File: src/rtl/mem_bus_if.sv
// Request, response, snoop-broadcast and memory-port bundle for mem_bus_ctrl.
// SNOOP_FLUSH_EN adds the snoop_flush / snoop_fdata inputs.
interface mem_bus_if #(
  parameter int unsigned NUM_REQ = 2,
  parameter int unsigned TAG_W   = 3,
  parameter int unsigned DATA_W  = 16
) ();
  logic [NUM_REQ-1:0]        req_valid;
  logic [NUM_REQ-1:0]        req_ready;
  logic [NUM_REQ-1:0]        req_wr;
  logic [NUM_REQ*TAG_W-1:0]  req_tag;
  logic [NUM_REQ*DATA_W-1:0] req_wdata;
  logic [NUM_REQ-1:0]        resp_valid;
  logic [DATA_W-1:0]         resp_rdata;
  logic                      bus_valid;
  logic                      bus_wr;
  logic [TAG_W-1:0]          bus_tag;
  logic [1:0]                bus_src;
  logic [TAG_W-1:0]          m_tag;
  logic                      m_enable;
  logic                      m_w_enable;
  logic [DATA_W-1:0]         m_data_in;
  logic [DATA_W-1:0]         m_data_out;
`ifdef SNOOP_FLUSH_EN
  logic [NUM_REQ-1:0]        snoop_flush;
  logic [NUM_REQ*DATA_W-1:0] snoop_fdata;
`endif

  // Controller side.
  modport master (
`ifdef SNOOP_FLUSH_EN
    input  snoop_flush, snoop_fdata,
`endif
    input  req_valid, req_wr, req_tag, req_wdata, m_data_out,
    output req_ready, resp_valid, resp_rdata, bus_valid, bus_wr, bus_tag, bus_src,
    output m_tag, m_enable, m_w_enable, m_data_in
  );

  // Requester / memory side.
  modport slave (
`ifdef SNOOP_FLUSH_EN
    output snoop_flush, snoop_fdata,
`endif
    output req_valid, req_wr, req_tag, req_wdata, m_data_out,
    input  req_ready, resp_valid, resp_rdata, bus_valid, bus_wr, bus_tag, bus_src,
    input  m_tag, m_enable, m_w_enable, m_data_in
  );
endinterface

File: src/rtl/mem_bus_ctrl.sv
// Round-robin shared-bus controller in front of the backing memory.
// IDLE -> SNOOP -> ACCESS (ACCESS_CYCLES) -> RESP -> IDLE.
// Optional macro SNOOP_FLUSH_EN: a Modified holder may flush its line during SNOOP,
// turning a read into a memory write of the flushed data.
module mem_bus_ctrl #(
  parameter int unsigned NUM_REQ       = 2,
  parameter int unsigned ACCESS_CYCLES = 2,
  parameter int unsigned TAG_W         = 3,
  parameter int unsigned DATA_W        = 16
) (
  input logic       clk,
  input logic       rst_n,
  mem_bus_if.master mb
);
  localparam int unsigned CNT_W = (ACCESS_CYCLES > 1) ? $clog2(ACCESS_CYCLES) : 1;

  typedef enum logic [1:0] {StIdle, StSnoop, StAccess, StResp} state_e;

  state_e              state_q, state_d;
  logic [1:0]          rr_ptr_q, src_q, grant_idx;
  logic                grant_vld;
  logic                wr_q, flush_q;
  logic [TAG_W-1:0]    tag_q;
  logic [DATA_W-1:0]   wdata_q, rdata_q;
  logic [CNT_W-1:0]    cnt_q;
  logic                flush_hit;
  logic [DATA_W-1:0]   flush_data;

  // Round-robin search upward from rr_ptr with wrap-around.
  always_comb begin : p_grant
    int idx;
    idx       = 0;
    grant_vld = 1'b0;
    grant_idx = '0;
    for (int k = 0; k < int'(NUM_REQ); k++) begin
      idx = int'(rr_ptr_q) + k;
      if (idx >= int'(NUM_REQ)) idx = idx - int'(NUM_REQ);
      if (!grant_vld && mb.req_valid[idx]) begin
        grant_vld = 1'b1;
        grant_idx = 2'(idx);
      end
    end
  end

`ifdef SNOOP_FLUSH_EN
  // Lowest-index flusher other than the current owner wins.
  always_comb begin
    flush_hit  = 1'b0;
    flush_data = '0;
    for (int j = 0; j < int'(NUM_REQ); j++) begin
      if (!flush_hit && mb.snoop_flush[j] && (2'(j) != src_q)) begin
        flush_hit  = 1'b1;
        flush_data = mb.snoop_fdata[j*DATA_W +: DATA_W];
      end
    end
  end
`else
  assign flush_hit  = 1'b0;
  assign flush_data = '0;
`endif

  // Next-state logic.
  always_comb begin
    state_d = state_q;
    case (state_q)
      StIdle:   if (grant_vld) state_d = StSnoop;
      StSnoop:  state_d = StAccess;
      StAccess: if (cnt_q == '0) state_d = StResp;
      StResp:   state_d = StIdle;
      default:  state_d = StIdle;
    endcase
  end

  // State register.
  always_ff @(posedge clk or negedge rst_n) begin
    if (!rst_n) state_q <= StIdle;
    else        state_q <= state_d;
  end

  // Transaction registers and round-robin pointer.
  always_ff @(posedge clk or negedge rst_n) begin
    if (!rst_n) begin
      rr_ptr_q <= '0;
      src_q    <= '0;
      wr_q     <= 1'b0;
      flush_q  <= 1'b0;
      tag_q    <= '0;
      wdata_q  <= '0;
      rdata_q  <= '0;
      cnt_q    <= '0;
    end else begin
      case (state_q)
        StIdle: begin
          if (grant_vld) begin
            src_q   <= grant_idx;
            wr_q    <= mb.req_wr[grant_idx];
            tag_q   <= mb.req_tag[grant_idx*TAG_W +: TAG_W];
            wdata_q <= mb.req_wdata[grant_idx*DATA_W +: DATA_W];
            flush_q <= 1'b0;
            rdata_q <= '0;
          end
        end
        StSnoop: begin
          cnt_q <= CNT_W'(ACCESS_CYCLES - 1);
          // A flushed line is written back and also returned to the reader.
          if (!wr_q && flush_hit) begin
            flush_q <= 1'b1;
            wdata_q <= flush_data;
            rdata_q <= flush_data;
          end
        end
        StAccess: begin
          if (cnt_q == '0) begin
            if (!wr_q && !flush_q) rdata_q <= mb.m_data_out;
          end else begin
            cnt_q <= cnt_q - 1'b1;
          end
        end
        StResp: rr_ptr_q <= (src_q == 2'(NUM_REQ - 1)) ? 2'd0 : src_q + 2'd1;
        default: ;
      endcase
    end
  end

  // Decoded outputs; everything idles at zero.
  always_comb begin
    mb.req_ready  = '0;
    mb.resp_valid = '0;
    mb.resp_rdata = '0;
    mb.bus_valid  = 1'b0;
    mb.bus_wr     = 1'b0;
    mb.bus_tag    = '0;
    mb.bus_src    = '0;
    mb.m_tag      = '0;
    mb.m_enable   = 1'b0;
    mb.m_w_enable = 1'b0;
    mb.m_data_in  = '0;
    case (state_q)
      StIdle: if (grant_vld && rst_n) mb.req_ready[grant_idx] = 1'b1;
      StSnoop: begin
        mb.bus_valid = 1'b1;
        mb.bus_wr    = wr_q;
        mb.bus_tag   = tag_q;
        mb.bus_src   = src_q;
      end
      StAccess: begin
        mb.m_enable   = 1'b1;
        mb.m_tag      = tag_q;
        mb.m_w_enable = wr_q | flush_q;
        mb.m_data_in  = wdata_q;
      end
      StResp: begin
        mb.resp_valid[src_q] = 1'b1;
        mb.resp_rdata        = wr_q ? '0 : rdata_q;
      end
      default: ;
    endcase
  end
endmodule
File: src/flat_wrapper.sv
// flat-port wrapper written by rule: the top's interface ports become plain ports
module mem_bus_ctrl_flat 
#(
  parameter int unsigned NUM_REQ       = 2,
  parameter int unsigned ACCESS_CYCLES = 2,
  parameter int unsigned TAG_W         = 3,
  parameter int unsigned DATA_W        = 16
)
  (clk, rst_n, mb_req_valid, mb_req_wr, mb_req_tag, mb_req_wdata, mb_m_data_out, mb_req_ready, mb_resp_valid, mb_resp_rdata, mb_bus_valid, mb_bus_wr, mb_bus_tag, mb_bus_src, mb_m_tag, mb_m_enable, mb_m_w_enable, mb_m_data_in);
  mem_bus_if #(.NUM_REQ(NUM_REQ), .TAG_W(TAG_W), .DATA_W(DATA_W)) mb_i ();
  input logic clk;
  input logic rst_n;
  input wire logic [$bits(mb_i.req_valid)-1:0] mb_req_valid;
  input wire logic [$bits(mb_i.req_wr)-1:0] mb_req_wr;
  input wire logic [$bits(mb_i.req_tag)-1:0] mb_req_tag;
  input wire logic [$bits(mb_i.req_wdata)-1:0] mb_req_wdata;
  input wire logic [$bits(mb_i.m_data_out)-1:0] mb_m_data_out;
  output wire logic [$bits(mb_i.req_ready)-1:0] mb_req_ready;
  output wire logic [$bits(mb_i.resp_valid)-1:0] mb_resp_valid;
  output wire logic [$bits(mb_i.resp_rdata)-1:0] mb_resp_rdata;
  output wire logic [$bits(mb_i.bus_valid)-1:0] mb_bus_valid;
  output wire logic [$bits(mb_i.bus_wr)-1:0] mb_bus_wr;
  output wire logic [$bits(mb_i.bus_tag)-1:0] mb_bus_tag;
  output wire logic [$bits(mb_i.bus_src)-1:0] mb_bus_src;
  output wire logic [$bits(mb_i.m_tag)-1:0] mb_m_tag;
  output wire logic [$bits(mb_i.m_enable)-1:0] mb_m_enable;
  output wire logic [$bits(mb_i.m_w_enable)-1:0] mb_m_w_enable;
  output wire logic [$bits(mb_i.m_data_in)-1:0] mb_m_data_in;
  assign mb_i.req_valid = mb_req_valid;
  assign mb_i.req_wr = mb_req_wr;
  assign mb_i.req_tag = mb_req_tag;
  assign mb_i.req_wdata = mb_req_wdata;
  assign mb_i.m_data_out = mb_m_data_out;
  assign mb_req_ready = mb_i.req_ready;
  assign mb_resp_valid = mb_i.resp_valid;
  assign mb_resp_rdata = mb_i.resp_rdata;
  assign mb_bus_valid = mb_i.bus_valid;
  assign mb_bus_wr = mb_i.bus_wr;
  assign mb_bus_tag = mb_i.bus_tag;
  assign mb_bus_src = mb_i.bus_src;
  assign mb_m_tag = mb_i.m_tag;
  assign mb_m_enable = mb_i.m_enable;
  assign mb_m_w_enable = mb_i.m_w_enable;
  assign mb_m_data_in = mb_i.m_data_in;
  mem_bus_ctrl #(.NUM_REQ(NUM_REQ), .ACCESS_CYCLES(ACCESS_CYCLES), .TAG_W(TAG_W), .DATA_W(DATA_W)) u_core (.clk(clk), .rst_n(rst_n), .mb(mb_i));
endmodule
File: config.mk
export PLATFORM = sky130hd
export DESIGN_NAME = mem_bus_ctrl_flat
export DESIGN_NICKNAME = d
export VERILOG_FILES = /design/src/rtl/mem_bus_if.sv /design/src/rtl/mem_bus_ctrl.sv /design/src/flat_wrapper.sv
export SDC_FILE = /design/constraint.sdc
export NUM_CORES = 1
export LEC_CHECK = 0
export ABC_AREA = 1
export BUFFER_PORTS_ARGS = -buffer_cell sky130_fd_sc_hd__buf_2
export CORE_MARGIN = 2
export CORE_UTILIZATION = 53
export DETAILED_ROUTE_END_ITERATION = 16
export HOLD_SLACK_MARGIN = 0.08
export PLACE_DENSITY = 0.86
export SYNTH_ARGS = -nofsm -noshare
export SYNTH_HDL_FRONTEND = slang
export SYNTH_SLANG_ARGS = --single-unit
File: constraint.sdc
create_clock -name clk -period 2.8 [get_ports clk]
set_input_delay 0.56 -clock clk [delete_from_list [all_inputs] [get_ports clk]]
set_output_delay 0.56 -clock clk [all_outputs]
set_load 0.01 [all_outputs]
Word level (Yosys, flattened, before mapping) --
Index checks and enable logic that the tools add are counted.
Word-level totals: logic and storage cells 84, output and inout bits 48, bits of input ports 60, flip-flop bits (word level) 43
Cells by class: equality and inequality tests 7, multiplexer cells 41, reduce and logical (&&, ||, !) cells 12, order comparisons 8, shift-type cells 2, add/subtract/negate cells 5, multipliers 1
Operators by type and width (number):
- $mux W16 | 6
- $lt A32 B3 Y1 const B | 2
- $mux W32 | 2
- $ge A32 B3 Y1 const B | 1
- $pmux W16 S2 | 1
- $shiftx A32 B7 Y16 | 1
- $sub A32 B3 Y32 const B | 1
- $mux W2 | 9
- $mux W1 | 17
- $pmux W2 S4 | 1
- $mux W3 | 2
- $shiftx A6 B5 Y3 | 1
- $eq A2 B1 Y1 const B | 2
- $eq A2 B2 Y1 const B | 2
- $ge A2 B1 Y1 const B | 2
- $logic_and A1 B1 Y1 | 4
- $lt A2 B2 Y1 const B | 2
- $mul A2 B2 Y4 const B | 1
- $ne A2 B1 Y1 const B | 2
- $reduce_and A2 Y1 | 2
- $reduce_and A4 Y1 | 1
- $reduce_bool A2 Y1 | 2
- $add A2 B1 Y3 const B | 1
- $sub A2 B2 Y3 const B | 1
- 8 further kinds | 10

Depth between registers and ports, before layout --
Gate-level depths: netlist of the first run.
word-level depth 15, gate-level depth with buffers 9, gate-level depth less buffers 8

Least setup slack after synthesis of the first run --
Ideal clock, no wire load.
kind reg2out, start point reg u_core.state_q[0], end point out mb_m_data_in[10], setup slack 920 ps, arrival 1320 ps, data required time 2240 ps, buffers on the path 2, stages on the path, launching flop included 7, cells stage by stage dfrtp_1 inv_1 ha_1 buf_2 buf_2 nand2_1 inv_1
On the way: longest elaborated chain between the ends 2
Ends and longest elaborated chain:
- start, declared | line mem_bus_ctrl.sv:19 | state_e state_q, state_d;
- start signal, assigned | line mem_bus_ctrl.sv:76 | if (!rst_n) state_q <= StIdle;
- start signal, assigned | line mem_bus_ctrl.sv:77 | else state_q <= state_d;
- $eq A2 B2 Y1 | line mem_bus_ctrl.sv:138 | case (state_q)
- $mux W16 | line mem_bus_ctrl.sv:138
- end, declared | line flat_wrapper.sv:28 | output wire logic [$bits(mb_i.m_data_in)-1:0] mb_m_data_in;
Every way passes these cells.

Worst setup path in the final report of the first run --
start point reg u_core.state_q[0], end point out mb_m_data_in[0]
Same word-level chain as after synthesis.

==> reports/results.ini, run 1 <==
[drt]
vias=2756
routed_wirelength_um=6660
first_iter_violations=103
firstDrtPassIters=4
drc_errors=0
via_per_inst=4.87
wire_per_inst_um=11.8
ant_nets=0

[critical_path]
max_stage_delay_ns=0.42
worst_setup_path_end_kind=output pin
regToRegSetupSlack_ns=0.67
critPathRequiredTime_ns=2.24
critical_path_class=reg2out
reg2regPathDepth=8
cp.arrival_ns=1.83
critPathMostFrequentCell=inv_1
path_cells=inv_1 > ha_1 > buf_4 > nand2_1 > inv_1 > buf_2
slowest_stage=dfrtp_1
startpoint_type=flop
critPathMaxFanout=19

[sta]
finalHoldViolations=0
finalSetupTns_ns=0
post-route-period-util_pct=85.5
finClkSkew_ns=0.00445
holdWs_ns=0.373
setup_violations=0
relSlewSlack_pct=63.9
worst_pin_slew_ns=0.541
fmax_mhz=418
min_period_ns=2.39
drv_slew=0
rsz0062_at_grt=no

[pwr]
power_leakage_uw=0.00223
power_uw=2950
power_density_nw_per_um2=890
ir_worst_vdd_mv=0.425

[cells_and_area]
nFillCells=467
drive_gt1_share_pct=28.1
antennaDiodeCount=0
layoutNonFillerInstCount=566
syn_to_final_growth_pct=23.3
fin_util_pct=68.9
seq_area_um2=1080
multiInputGateArea_um2=1240
fin_nets=565

[synth]
yosysWarningCount=0
synth_fa_ha_area_share_pct=2.32
synthXorXnorAreaFrac_pct=0
yosysSeqAreaShare_pct=40.0
synth_top_family_by_area=simple AND/OR/NAND/NOR gates
yosys-top-cells-area=dfrtp_1, nand2_1, inv_1, nand3_1, nand4_1
synth-seq-cells=43
yosysTopAreaCell=dfrtp_1
muxShareOfSynthArea_pct=0
synth_compound_area_share_pct=1.44
netlist.area_leader.share_pct=40.0
synth_simple_gate_area_share_pct=42.4
syn_inst=401
ys_types=22
syn-cell-area_um2=2690
syn_avg_cell_area_um2=6.71
syn-num-nets=466

[floorplan]
core-area_um2=4820
dieArea_um2=5670
start_util_pct=55.9
rows=25
ios=108
die_w_um=75.3
die_h_um=75.3

[global_routing]
first_global_vias=2546
grt_antenna_before_repair=0
grt_pass1_wl_um=10900
grt_usage_pct=24.7
grt_remaining_overflow=0
grt_start_max_net_pins=44

[clocking]
clkSlewWorstSetupHoldPaths_ns=0.07
ctsHoldBuffers=0
cts_max_level=2
post_cts_resized=0
cts_tree=done
insertion_delay_ns=0.28
max-clock-path-buffers=2
root_buffer=clkbuf_8
cts_sinks=43
post_cts_buffers=0
cts_buffers=5

[place]
dpl.hpwl_um=4920
gp_congestion=0.791
place.port_buffers=107
place_inst=560

[flow_run]
max_cap_violations=0

[outcome]
outcome=completed

[min_path]
hp-class=in2async

-- critical path: cells and delay by family (launching register included) --
kind	cells	cell delay, ns
buffers and inverters	4	0.62
DFF	1	0.42
adders and majority gates	1	0.41
and+or+nand+nor	1	0.09
-- cell usage in the layout (no fill, tap or decap) --
cell type	count
dfrtp_1	43
nand4_1	17
inv_1	65
clkbuf_8	5
nand2_1	157
nor2_2	2
buf_4	7
nor3_1	2
ha_1	5
o21ai_2	1
inv_2	3
buf_2	107
nand2_2	12
nand3_1	41
clkbuf_1	1
nor2_8	1
o21ai_0	6
nand3_4	1
nand4_4	1
nor2_1	21
or2_1	1
-- cell usage after synthesis, drive strengths merged --
cell type  number
inv            68
or2             1
nor2           24
o21ai           7
nand4          18
dfrtp          43
nand3          42
clkbuf          6
ha              5
nor3            2
buf            16
nand2         169
-- layer usage --
layer | GRT usage, % | vias up | part of all wire (%)
li1 | - | 1403 | -
met1 | 31.2 | 1253 | 45
met2 | 45.0 | 95 | 48
met3 | 3.35 | 5 | 6.5
met4 | 5.26 | 0 | 0.80
met5 | 0 | - | 0
-- cell type report --
| type | count | share of cell area (%) |
|---|---|---|
| timing repair buffer | 114 | 17.7 |
| sequential | 43 | 32.4 |
| inverter | 68 | 7.69 |
| multi-input combinational | 268 | 37.5 |
| clock buffer | 6 | 2.19 |
| tap | 67 | 2.53 |
-- path summary, 6_finish.rpt --
check | startpoint | to
hold / removal | rst_n | u_core.rdata_q[6]$_DFFE_PN0P_
setup / recovery | u_core.state_q[0]$_DFFE_PN0P_ | mb_m_data_in[0]
setup reg to reg | u_core.state_q[0]$_DFFE_PN0P_ | u_core.rdata_q[14]$_DFFE_PN0P_
max in group asynchronous | rst_n | u_core.tag_q[1]$_DFFE_PN0P_
hold reg to reg | u_core.rdata_q[1]$_DFFE_PN0P_ | u_core.rdata_q[1]$_DFFE_PN0P_
min in group clk | u_core.rdata_q[1]$_DFFE_PN0P_ | u_core.rdata_q[1]$_DFFE_PN0P_
-- cells by family (layout without fill, tap and decap cells) --
group,count (synthesis),after routing
AO/OA/AOI/OAI,7,7
flip-flops,43,43
buffers and inverters,90,188
adder cells (fa/ha/maj),5,5
AND/OR/NAND/NOR,256,256
-- flip-flops by register name, indices dropped and copies added (netlist names) --
signal / cells
u_core.rr_ptr_q: 2
u_core.src_q: 2
u_core.wr_q: 1
u_core.state_q: 2
u_core.wdata_q: 16
u_core.rdata_q: 16
u_core.cnt_q: 1
u_core.tag_q: 3
-- per-stage QoR --
step | cell area (um2) | worst slack [ns]
6_report | 3320 | 0.405
5_1_grt | 3320 | 0.271
4_1_cts | 3320 | 0.414
3_5_place_dp | 3250 | 0.668
3_3_place_gp | 3250 | 0.774
2_1_floorplan | 2690 | 0.920
-- power breakdown --
part / total [uW] / switching (uW) / internal, uW
clock: 358 / 191 / 166
sequential: 1010 / 153 / 855
combinational: 1590 / 1050 / 539
total: 2950 / 1390 / 1560
Power figures use the tool's default switching activity.
==> run 2, diff against run 1 <==
- PLACE_DENSITY: 0.86 -> not set
- PLACE_DENSITY_LB_ADDON: not set -> 0.2
==> run 2 against run 1 <==
Net effect: sequential power barely moved; via count fell by 1.3%; clock power rose by 11%; setup slack improved by 0.070 ns; non-clock buffer count fell by 1; cell count did not move; critical path depth fell by 1; maximum frequency rose by 3.0%; core utilization rose by 0.42 points; critical endpoint is now mb_resp_rdata[6].
==> reports/results.ini, run 2 (synthesis gave the netlist of run 1 again) <==
[outcome]
outcome=completed

[global_routing]
grt_pass1_wl_um=10900  ; +0.51%
grt_usage_pct=25.2  ; +0.55 points
grt_start_max_net_pins=44  ; unchanged
grt_antenna_before_repair=0  ; unchanged
first_global_vias=2582  ; +1.4%
grt_remaining_overflow=0  ; unchanged

[cells_and_area]
top_regs=u_core.rdata_q (16), u_core.wdata_q (16), u_core.tag_q (3)
layoutNonFillerInstCount=566  ; unchanged
fin_util_pct=69.3  ; +0.42 points
nFillCells=434  ; -7.1%
drive_gt1_share_pct=28.3  ; +0.20 points
final_cell_mix=nand2_1, buf_2, inv_1
syn_to_final_growth_pct=24.0
final_common_cell=nand2_1
antennaDiodeCount=0  ; unchanged
fin_nets=564  ; -0.18%

[critical_path]
critical_path_class=reg2out
startpoint_type=flop
critPathRequiredTime_ns=2.24  ; about the same
cp.arrival_ns=1.76  ; -0.07 ns
critPathMaxFanout=16  ; -3
worst_setup_path_end_kind=output pin

[sta]
min_period_ns=2.32  ; -0.0704 ns
finClkSkew_ns=0.00662  ; +0.00217 ns
worst_pin_slew_ns=0.753  ; +0.213 ns
holdWs_ns=0.347  ; -0.0267 ns
setup_violations=0  ; unchanged
fmax_mhz=430  ; +3.0%
finalHoldViolations=0  ; unchanged
post-route-period-util_pct=83.0  ; -2.5 points
finalSetupTns_ns=0  ; unchanged
rsz0062_at_grt=no
drv_slew=0  ; unchanged
relSlewSlack_pct=49.7  ; -14 points

[clocking]
cts_buffers=5  ; unchanged
max-clock-path-buffers=2  ; unchanged
ctsHoldBuffers=0  ; unchanged
post_cts_resized=0  ; unchanged
root_buffer=clkbuf_8
clkSlewWorstSetupHoldPaths_ns=0.08  ; about the same
insertion_delay_ns=0.29  ; about the same
cts_tree=done
cts_max_level=2  ; unchanged
cts_sinks=43  ; unchanged
post_cts_buffers=0  ; unchanged

[min_path]
hp-class=in2async

[drt]
firstDrtPassIters=4  ; unchanged
vias=2720  ; -1.3%
drc_errors=0  ; unchanged
ant_nets=0  ; unchanged
routed_wirelength_um=6530  ; -1.9%
via_per_inst=4.81  ; -1.3%
wire_per_inst_um=11.5  ; -1.9%
first_iter_violations=131  ; +27%

[place]
gp_congestion=0.792  ; about the same
dpl.hpwl_um=4740  ; -3.6%
place.port_buffers=107  ; unchanged
place_inst=559  ; -0.18%

[floorplan]
core-area_um2=4820  ; unchanged
die_h_um=75.3  ; unchanged
ios=108  ; unchanged
dieArea_um2=5670  ; unchanged
die_w_um=75.3  ; unchanged
rows=25  ; unchanged
start_util_pct=55.9  ; unchanged

[flow_run]
max_cap_violations=0  ; unchanged

[pwr]
power_density_nw_per_um2=895  ; +0.53%
power_uw=2990  ; +1.1%
power_leakage_uw=0.00224  ; +0.38%
ir_worst_vdd_mv=0.466  ; +9.5%

run 2: changes by cell type in the layout (fill, tap and decap cells not counted), sizes merged:
cell    delta
clkinv     +1
buf        -1
run 2: critical path, cell delays in order (launching register included):
cell and delay [ns]:
dfrtp_1 0.41, ha_1 0.26, inv_2 0.08, or2_1 0.46, nor2_1 0.09, buf_2 0.16
run 2: worst paths after layout:
kind                       cells after the start                             end  slack, ns                     startpoint
max                                            5                mb_resp_rdata[6]       0.48  u_core.state_q[0]$_DFFE_PN0P_
min                                            2   u_core.wdata_q[3]$_DFFE_PN0P_       0.35                          rst_n
max reg2reg                                    8  u_core.rdata_q[14]$_DFFE_PN0P_       0.71  u_core.state_q[0]$_DFFE_PN0P_
min reg2reg                                    2   u_core.rdata_q[1]$_DFFE_PN0P_       0.47  u_core.rdata_q[1]$_DFFE_PN0P_
max in group asynchronous                      2   u_core.rdata_q[1]$_DFFE_PN0P_       2.08                          rst_n
min in group clk                               2   u_core.rdata_q[1]$_DFFE_PN0P_       0.47  u_core.rdata_q[1]$_DFFE_PN0P_
run 2: layout make-up:
type	count	area (um2)	share of cell area, %
Multi-Input combinational cell	268	1240	37.2
Sequential cell	43	1080	32.2
Timing Repair Buffer	113	593	17.8
Inverter	68	255	7.64
Tap cell	67	83.8	2.51
Clock buffer	6	82.6	2.47
Clock inverter	1	5.00	0.150
run 2: through the flow:
stage | worst slack (ns) | area [um2]
after global routing | 0.314 | 3340
after floorplan | 0.920 | 2690
after CTS | 0.463 | 3340
after global placement | 0.747 | 3250
final | 0.476 | 3340
after detailed placement | 0.696 | 3250
run 2: layer usage:
| metal | wire (um) | share of wire, % | GRT usage, % | vias to the layer above |
|---|---|---|---|---|
| li1 | - | - | - | 1396 |
| met1 | 2850 | 44 | 31.1 | 1230 |
| met2 | 3230 | 49 | 43.3 | 90 |
| met3 | 398 | 6.1 | 5.49 | 4 |
| met4 | 46 | 0.70 | 9.55 | 0 |
| met5 | 0 | 0 | 0 | - |
run 2: power by group:
group          leakage, uW  internal, uW  total, uW  switching, uW
clock            0.0000470           194        399            206
combinational      0.00164           550       1580           1030
sequential        0.000553           855       1000            150
total              0.00224          1600       2990           1390
